==> src/rtl/mem_port_arbiter_if.sv <==
// Bus bundle between the two requesters, the arbiter and the RAM port pins.
// master: environment side (requesters drive requests, RAM drives read data).
// slave:  arbiter side.
interface mem_port_arbiter_if #(
    parameter int ADDR_W = 12,
    parameter int DATA_W = 32
);
    logic              m0_req;
    logic              m0_we;
    logic [ADDR_W-1:0] m0_addr;
    logic [DATA_W-1:0] m0_wdata;
    logic              m0_gnt;
    logic              m0_rvalid;
    logic [DATA_W-1:0] m0_rdata;

    logic              m1_req;
    logic              m1_we;
    logic [ADDR_W-1:0] m1_addr;
    logic [DATA_W-1:0] m1_wdata;
    logic              m1_gnt;
    logic              m1_rvalid;
    logic [DATA_W-1:0] m1_rdata;

    logic              mem_we;
    logic [ADDR_W-1:0] mem_addr;
    logic [DATA_W-1:0] mem_din;
    logic [DATA_W-1:0] mem_dout;

    modport master (
        output m0_req, m0_we, m0_addr, m0_wdata,
        input  m0_gnt, m0_rvalid, m0_rdata,
        output m1_req, m1_we, m1_addr, m1_wdata,
        input  m1_gnt, m1_rvalid, m1_rdata,
        input  mem_we, mem_addr, mem_din,
        output mem_dout
    );

    modport slave (
        input  m0_req, m0_we, m0_addr, m0_wdata,
        output m0_gnt, m0_rvalid, m0_rdata,
        input  m1_req, m1_we, m1_addr, m1_wdata,
        output m1_gnt, m1_rvalid, m1_rdata,
        output mem_we, mem_addr, mem_din,
        input  mem_dout
    );
endinterface

==> src/rtl/mem_port_arbiter.sv <==
// Two-requester arbiter in front of one block-RAM port.
// One access is granted per cycle; reads are tracked through a RD_LAT-deep
// pipe of {valid, id} so each read is handed back to its owner when the RAM
// data appears.
module mem_port_arbiter #(
    parameter int ADDR_W   = 12,
    parameter int DATA_W   = 32,
    parameter int RD_LAT   = 1,
    parameter int ARB_MODE = 0
) (
    input  logic              clk,
    input  logic              rst,
    mem_port_arbiter_if.slave bus
);
    logic              any_gnt;
    logic              sel_m1;
    logic              win_we;
    logic              rd_in;
    logic              last_gnt;
    logic [RD_LAT-1:0] pipe_vld;
    logic [RD_LAT-1:0] pipe_id;

    // Pick the winner; in round-robin the requester not granted last wins a tie.
    always_comb begin
        any_gnt = !rst && (bus.m0_req || bus.m1_req);
        if (!bus.m0_req) begin
            sel_m1 = bus.m1_req;
        end else if (!bus.m1_req) begin
            sel_m1 = 1'b0;
        end else if (ARB_MODE == 1) begin
            sel_m1 = 1'b0;
        end else begin
            sel_m1 = !last_gnt;
        end
        win_we = sel_m1 ? bus.m1_we : bus.m0_we;
        rd_in  = any_gnt && !win_we;
    end

    // Grants and RAM port mux; idle cycles park the port on m0's signals.
    always_comb begin
        bus.m0_gnt   = any_gnt && !sel_m1;
        bus.m1_gnt   = any_gnt && sel_m1;
        bus.mem_we   = any_gnt && win_we;
        bus.mem_addr = (any_gnt && sel_m1) ? bus.m1_addr : bus.m0_addr;
        bus.mem_din  = (any_gnt && sel_m1) ? bus.m1_wdata : bus.m0_wdata;
    end

    // Arbitration history and read-tracking pipe.
    always_ff @(posedge clk) begin
        if (rst) begin
            last_gnt <= 1'b1;
            pipe_vld <= '0;
            pipe_id  <= '0;
        end else begin
            if (any_gnt) begin
                last_gnt <= sel_m1;
            end
            pipe_vld[0] <= rd_in;
            pipe_id[0]  <= sel_m1;
            for (int i = 1; i < RD_LAT; i++) begin
                pipe_vld[i] <= pipe_vld[i-1];
                pipe_id[i]  <= pipe_id[i-1];
            end
        end
    end

    // Return path: RAM data goes to both owners, rvalid only to the tracked one.
    always_comb begin
        bus.m0_rvalid = !rst && pipe_vld[RD_LAT-1] && !pipe_id[RD_LAT-1];
        bus.m1_rvalid = !rst && pipe_vld[RD_LAT-1] && pipe_id[RD_LAT-1];
        bus.m0_rdata  = bus.mem_dout;
        bus.m1_rdata  = bus.mem_dout;
    end
endmodule
==> src/flat_wrapper.sv <==
// flat-port wrapper written by rule: the top's interface ports become plain ports
module mem_port_arbiter_flat 
#(
    parameter int ADDR_W   = 12,
    parameter int DATA_W   = 32,
    parameter int RD_LAT   = 1,
    parameter int ARB_MODE = 0
)
  (clk, rst, bus_m0_req, bus_m0_we, bus_m0_addr, bus_m0_wdata, bus_m0_gnt, bus_m0_rvalid, bus_m0_rdata, bus_m1_req, bus_m1_we, bus_m1_addr, bus_m1_wdata, bus_m1_gnt, bus_m1_rvalid, bus_m1_rdata, bus_mem_we, bus_mem_addr, bus_mem_din, bus_mem_dout);
  mem_port_arbiter_if #(.ADDR_W(ADDR_W), .DATA_W(DATA_W)) bus_i ();
  input  logic clk;
  input  logic rst;
  input wire logic [$bits(bus_i.m0_req)-1:0] bus_m0_req;
  input wire logic [$bits(bus_i.m0_we)-1:0] bus_m0_we;
  input wire logic [$bits(bus_i.m0_addr)-1:0] bus_m0_addr;
  input wire logic [$bits(bus_i.m0_wdata)-1:0] bus_m0_wdata;
  output wire logic [$bits(bus_i.m0_gnt)-1:0] bus_m0_gnt;
  output wire logic [$bits(bus_i.m0_rvalid)-1:0] bus_m0_rvalid;
  output wire logic [$bits(bus_i.m0_rdata)-1:0] bus_m0_rdata;
  input wire logic [$bits(bus_i.m1_req)-1:0] bus_m1_req;
  input wire logic [$bits(bus_i.m1_we)-1:0] bus_m1_we;
  input wire logic [$bits(bus_i.m1_addr)-1:0] bus_m1_addr;
  input wire logic [$bits(bus_i.m1_wdata)-1:0] bus_m1_wdata;
  output wire logic [$bits(bus_i.m1_gnt)-1:0] bus_m1_gnt;
  output wire logic [$bits(bus_i.m1_rvalid)-1:0] bus_m1_rvalid;
  output wire logic [$bits(bus_i.m1_rdata)-1:0] bus_m1_rdata;
  output wire logic [$bits(bus_i.mem_we)-1:0] bus_mem_we;
  output wire logic [$bits(bus_i.mem_addr)-1:0] bus_mem_addr;
  output wire logic [$bits(bus_i.mem_din)-1:0] bus_mem_din;
  input wire logic [$bits(bus_i.mem_dout)-1:0] bus_mem_dout;
  assign bus_i.m0_req = bus_m0_req;
  assign bus_i.m0_we = bus_m0_we;
  assign bus_i.m0_addr = bus_m0_addr;
  assign bus_i.m0_wdata = bus_m0_wdata;
  assign bus_m0_gnt = bus_i.m0_gnt;
  assign bus_m0_rvalid = bus_i.m0_rvalid;
  assign bus_m0_rdata = bus_i.m0_rdata;
  assign bus_i.m1_req = bus_m1_req;
  assign bus_i.m1_we = bus_m1_we;
  assign bus_i.m1_addr = bus_m1_addr;
  assign bus_i.m1_wdata = bus_m1_wdata;
  assign bus_m1_gnt = bus_i.m1_gnt;
  assign bus_m1_rvalid = bus_i.m1_rvalid;
  assign bus_m1_rdata = bus_i.m1_rdata;
  assign bus_mem_we = bus_i.mem_we;
  assign bus_mem_addr = bus_i.mem_addr;
  assign bus_mem_din = bus_i.mem_din;
  assign bus_i.mem_dout = bus_mem_dout;
  mem_port_arbiter #(.ADDR_W(ADDR_W), .DATA_W(DATA_W), .RD_LAT(RD_LAT), .ARB_MODE(ARB_MODE)) u_core (.clk(clk), .rst(rst), .bus(bus_i));
endmodule
==> config.mk <==
export PLATFORM = sky130hd
export DESIGN_NAME = mem_port_arbiter_flat
export DESIGN_NICKNAME = d
export VERILOG_FILES = /design/src/rtl/mem_port_arbiter_if.sv /design/src/rtl/mem_port_arbiter.sv /design/src/flat_wrapper.sv
export SDC_FILE = /design/constraint.sdc
export NUM_CORES = 1
export LEC_CHECK = 0
export BUFFER_PORTS_ARGS = -buffer_cell sky130_fd_sc_hd__buf_2
export CAP_MARGIN = 20
export CORE_AREA = 4 4 92 94
export DETAILED_ROUTE_END_ITERATION = 8
export DIE_AREA = 0 0 96 98
export PLACE_DENSITY = 0.68
export SETUP_SLACK_MARGIN = 0.05
export SLEW_MARGIN = 20
export SYNTH_ARGS = -nofsm -noshare
export SYNTH_HDL_FRONTEND = slang
export SYNTH_SLANG_ARGS = --single-unit
==> constraint.sdc <==
create_clock -name clk -period 1.6 [get_ports clk]
set_clock_uncertainty 0.1 [all_clocks]
set_input_delay 0.24 -clock clk [delete_from_list [all_inputs] [get_ports clk]]
set_output_delay 0.24 -clock clk [all_outputs]
set_load 0.05 [all_outputs]
==> metrics, run 1 <==
met3 global-route usage 2.388%; Layout area overhead 44.89%; Reg clk slew, reported paths 30 ps; Yosys reg bits 3; clk root buf clkbuf_8; Worst Hold Path EP u_core.pipe_vld; RSZ-0062 raised after global routing true; failing checks setup timing; gpl congestion 0.6398; Compound-Gate Fraction of Synth Area 2.443%; antenna violations before repair 0; Final Max Tran Viols 0; Inserted Diodes 0; r2r startpoint u_core.last_gnt; Final Hold Fails 0; main combinational cell family by area after synthesis multiplexers; total gr overflow 0; Yosys cell types 19; worst-path maximum fanout 8; HP Class input port to flop; Die H 98 um; r2r worst-path depth 6; Total Power 1.157 mW; Simple-Gate Fraction of Synth Area 5.882%; synthesized area 1383 um^2; Post-Syn Nets 258; CTS tree yes; met1 Resource Use GR 6.961%; DR iter-0 viols 9; worst slack at placement -290.0 ps; pwr/cell area 577.5 nW/um^2; Setup Viol. Count Final 47; Crit. Startpoint u_core.last_gnt; vias per std cell 3.650; I/O Buffers 142; CP required 1260 ps; Fmax 0.5071 GHz; Final Critical Period 1972 ps; layout cells sized above 1 94.50%; Gate Count Post-Synth 132; cts hold-fix bufs 0; Routed WL per cell 14.56 um; Num CTS Buffers 3; Final period util 123.3%; hold_ws 155.4 ps; min-delay src bus_m0_we; critical path type flop to output pin; Max Cap Viol 0; nets@finish 345; Worst Tran Pin Value 269.6 ps; most frequent cells in the layout buf_2 (106), mux2_4 (39), buf_6 (30); Synth Area in XOR/XNOR 0%; Remaining DRCs 0; total I/O pin count 239; via count 1168; Final ANT Viol Nets 0; largest net degree at the start of global routing 26; R2R Path End u_core.pipe_vld; die area 9408 um^2; result of the run complete, but fails checks; crit path capture type output pin; H-tree Lvls 1; worst path setup slack after routing -372.2 ps; post-layout instance area 2003 um^2; Static Leak 1.083 nW; r2r setup slk 340 ps; Max Buffers Root-to-Sink 2; final WL 4.658 mm; Worst slew margin 82.15%; GR Util All Layers 8.585%; final core utilization 26.19%; Starting Density 18.08%; startpoint types flop; hold-critical path depth 2; dpl cell area 1730 um^2; TritonRoute pass-1 iters 4; multiplexer share of the synthesized area 46.43%; Adder-Cell Fraction of Synth Area 0%; clock sink count 3; met2 usage 18.00%; std cell rows 32; first-pass GRT wire length 6.230 mm; maximum VDD drop 0.1984 mV; dpl hpwl 3.983 mm; Mean Syn Cell Area 10.47 um^2; worst-skew pair later-pin latency 210 ps; post-synthesis sequential area ratio 4.344%; Die W 96 um; Yosys warnings 0; vias in the first global route 1263; commonest non-fill, non-tap cell in the layout buf_2; core area 7647 um^2; Worst EP arrival 1630 ps; gr busiest metal met2
[cell usage after synthesis]
cell type,n,share of area (%)
a21bo_4,1,1.2
a21oi_1,1,0.36
and3b_1,1,0.63
buf_12,4,5.8
buf_2,1,0.36
buf_4,64,35
dfxtp_1,3,4.3
mux2_2,5,4.1
mux2_4,39,42
nand2_1,2,0.54
nand2b_1,1,0.45
nand3_1,2,0.72
nor2_1,2,0.54
nor2_8,1,1.4
nor3b_1,1,0.54
o21ai_0,1,0.36
o31ai_1,1,0.54
or2b_1,1,0.54
or3_1,1,0.45
[sequential cells by signal (all words and copies together) (netlist names)]
signal           cells
u_core.last_gnt      1
u_core.pipe_id       1
u_core.pipe_vld      1
[critical path: stages (launching register included)]
cell     delay, ps
dfxtp_2        320
a21bo_4        230
nor2_8         120
buf_6          170
mux2_2         370
buf_4          200
[routing by layer]
layer	vias to the layer above	routed length [um]
met4	0	97
met5	-	0
met2	91	2549
li1	555	-
met1	508	1368
met3	14	643
[stage by stage]
stage	instances	TNS, ps
6_report	320	-14500
3_5_place_dp	314	-9452
5_1_grt	320	-17180
2_1_floorplan	132	-1650
3_3_place_gp	314	-8992
4_1_cts	318	-15270
[cell families (layout without fill, tap and decap cells)]
family	Yosys count	in the layout
buffers and inverters	69	155
AND/OR/NAND/NOR	12	12
multiplexers	44	44
flip-flops	3	3
AO/OA/AOI/OAI	4	4
[final cells by class]
class	instances	area [um^2]
fillers	822	5644
repair buffers	151	993.5
multi-input cells	60	775.7
well taps	102	127.6
flip-flops and latches	3	61.31
clock buffers	4	45.04
[worst max path at each step]
stage / to / slack (ps) / depth (start not counted)
5_1_grt: bus_mem_din[0] / -430 / 5
4_1_cts: bus_mem_din[2] / -390 / 5
3_3_place_gp: bus_mem_din[2] / -280 / 6
6_report: bus_mem_din[2] / -370 / 5
2_1_floorplan: bus_mem_addr[10] / -80 / 4
3_5_place_dp: bus_mem_din[2] / -290 / 6
[what timing repair did]
| item | 4_1_cts | 5_1_grt |
|---|---|---|
| buffers inserted | 0 | 2 |
| resized for setup | 66 | 3 |
| pin swaps | 3 | 3 |
| setup endpoints to repair | 47 | 47 |
| gates cloned | 0 | 0 |
[where the power goes]
group,leakage (nW),switching [mW],internal [mW]
Clock,0.0228,0.0471,0.170
Sequential,0.0246,0.00276,0.0807
Combinational,1.04,0.487,0.369
(Power assumes the default switching activity.)
==> run 2: changes to the inputs <==
- REMOVE_ABC_BUFFERS: unset -> 1
==> run 2 against run 1 <==
The run still ends with setup timing left. Non-clock buffer count grew 4. Setup slack about the same. Global-route usage rose by 4.1 points. Via count rose by 13%. Register-to-register slack improved by 30 ps. Core utilization is 2.2 points higher. Flip-flop and latch count did not move. Fmax barely moved. Critical path depth did not move. Wire length grew 41%. Critical endpoint is now bus_mem_din[23]. Largest power group unchanged.
==> metrics, run 2 (synthesis gave the netlist of run 1 again) <==
Final Max Tran Viols 0 (unchanged); largest registers u_core.last_gnt: 1 flops, u_core.pipe_id: 1 flops, u_core.pipe_vld: 1 flops; Worst EP arrival 1630 ps (about the same); nets@finish 349 (+1.2%); min-delay src bus_m0_we; Cell Chain, Critical Path a21bo_4 -> nor2_8 -> buf_4 -> mux2_4 -> buf_2; maximum VDD drop 0.1546 mV (-22%); total gr overflow 0 (unchanged); Final Critical Period 1973 ps (+0.4170 ps); largest net degree at the start of global routing 18 (-31%); layout cells sized above 1 93.24% (-1.3 points); Setup Viol. Count Final 47 (unchanged); failing checks setup timing; DR iter-0 viols 22 (+13); Final Hold Fails 0 (unchanged); r2r worst-path depth 6 (unchanged); Worst Tran Pin Value 259.5 ps (-10.05 ps); final WL 6.553 mm (+41%); Reg clk slew, reported paths 30 ps (about the same); Die W 96 um (unchanged); worst-path maximum fanout 5 (-3); core area 7647 um^2 (unchanged); Max Cap Viol 0 (unchanged); HP Class input port to flop; Crit path largest cell delay 310 ps (-60 ps); Worst slew margin 82.82% (+0.67 points); r2r startpoint u_core.last_gnt; Inserted Diodes 0 (unchanged); Final period util 123.3% (about the same); startpoint types flop; worst-skew pair later-pin latency 210 ps (about the same); antenna violations before repair 0 (unchanged); cts hold-fix bufs 0 (unchanged); die area 9408 um^2 (unchanged); Die H 98 um (unchanged); most frequent cells in the layout buf_2 (100), mux2_4 (41), buf_6 (41); final core utilization 28.35% (+2.2 points); Routed WL per cell 20.23 um (+39%); crit path capture type output pin; post-layout instance area 2168 um^2 (+8.2%); RSZ-0062 raised after global routing true; first-pass GRT wire length 8.742 mm (+40%); Static Leak 1.151 nW (+6.4%); pwr/cell area 559.9 nW/um^2 (-3.1%); result of the run complete, but fails checks; Num CTS Buffers 3 (unchanged); dpl hpwl 5.299 mm (+33%); GR Util All Layers 12.69% (+4.1 points); dpl cell area 1725 um^2 (-0.29%); Layout area overhead 56.83%; Fmax 0.5069 GHz (about the same); std cell rows 32 (unchanged); CP required 1260 ps (about the same); Final ANT Viol Nets 0 (unchanged); worst path setup slack after routing -372.6 ps (-0.4170 ps); H-tree Lvls 1 (unchanged); I/O Buffers 142 (unchanged); R2R Path End u_core.pipe_vld; slowest CP cell dfxtp_2; via count 1321 (+13%); total I/O pin count 239 (unchanged); TNS Setup -14770 ps (-267.5 ps); Starting Density 18.08% (unchanged); gpl congestion 0.7023 (+9.8%); commonest non-fill, non-tap cell in the layout buf_2; Max Buffers Root-to-Sink 2 (unchanged); clock sink count 3 (unchanged); r2r setup slk 370 ps (+30 ps); vias per std cell 4.077 (+12%); Remaining DRCs 0 (unchanged); clk root buf clkbuf_8; hold-critical path depth 2 (unchanged); vias in the first global route 1489 (+18%); critical path type flop to output pin; CTS tree yes; Worst Hold Path EP u_core.pipe_vld; TritonRoute pass-1 iters 4 (unchanged)
-- run 2: cell count changes in the layout (fill, tap and decap cells not counted), sizes merged --
cell	delta
buf	+4
-- run 2: how the worst max path moves through the flow --
stage / start / endpoint / depth (start not counted)
floorplan: u_core.last_gnt / bus_mem_addr[11] / 3
global placement: bus_m1_req / bus_mem_addr[11] / 6
detailed placement: bus_m1_req / bus_mem_addr[11] / 6
CTS: u_core.last_gnt / bus_mem_din[23] / 5
global route: u_core.last_gnt / bus_mem_din[23] / 5
finish: u_core.last_gnt / bus_mem_din[23] / 5
-- run 2: area by class of cell --
| cell class | instances | area, um^2 |
|---|---|---|
| multi-input cells | 60 | 769.5 |
| flip-flops and latches | 3 | 61.31 |
| fillers | 796 | 5479 |
| clock buffers | 4 | 45.04 |
| repair buffers | 155 | 1165 |
| well taps | 102 | 127.6 |
-- run 2: where the power goes --
part | internal, mW | total [mW] | switching, mW
logic | 0.420 | 0.916 | 0.496
registers | 0.0807 | 0.0832 | 0.00247
clock network | 0.170 | 0.215 | 0.0455
total | 0.670 | 1.21 | 0.544
-- run 2: stage by stage --
step                      hold WS [ps]  power, mW  std cells  setup WS [ps]
after floorplan                  212.4     0.6169         63         -557.6
after global placement           359.8     0.8294        313         -228.5
after detailed placement         362.6     0.8390        313         -257.2
after CTS                        142.5      1.212        321         -395.0
after global routing             145.2      1.267        324         -426.8
final                            142.7      1.214        324         -372.6
-- run 2: worst max-delay path: cells and delay by family, from the launching register on --
family          cells  cell delay (ps)
buf+inv             2              410
flops               1              310
mux                 1              310
compound gates      1              230
simple gates        1              150
-- run 2: repair_timing --
item | in CTS | in global routing
gates resized for setup | 89 | 6
endpoints found under the setup margin | 45 | 47
buffers inserted | 2 | 3
pin swaps | 2 | 3
cloned | 2 | 0
-- run 2: per-layer routing --
metal / GRT usage, % / vias up / share of wire (%)
met2: 18.06 / 150 / 43
met4: 1.532 / 2 / 0.35
met1: 12.34 / 599 / 34
li1: - / 563 / -
met3: 13.64 / 7 / 22
met5: 10.56 / - / 1.1
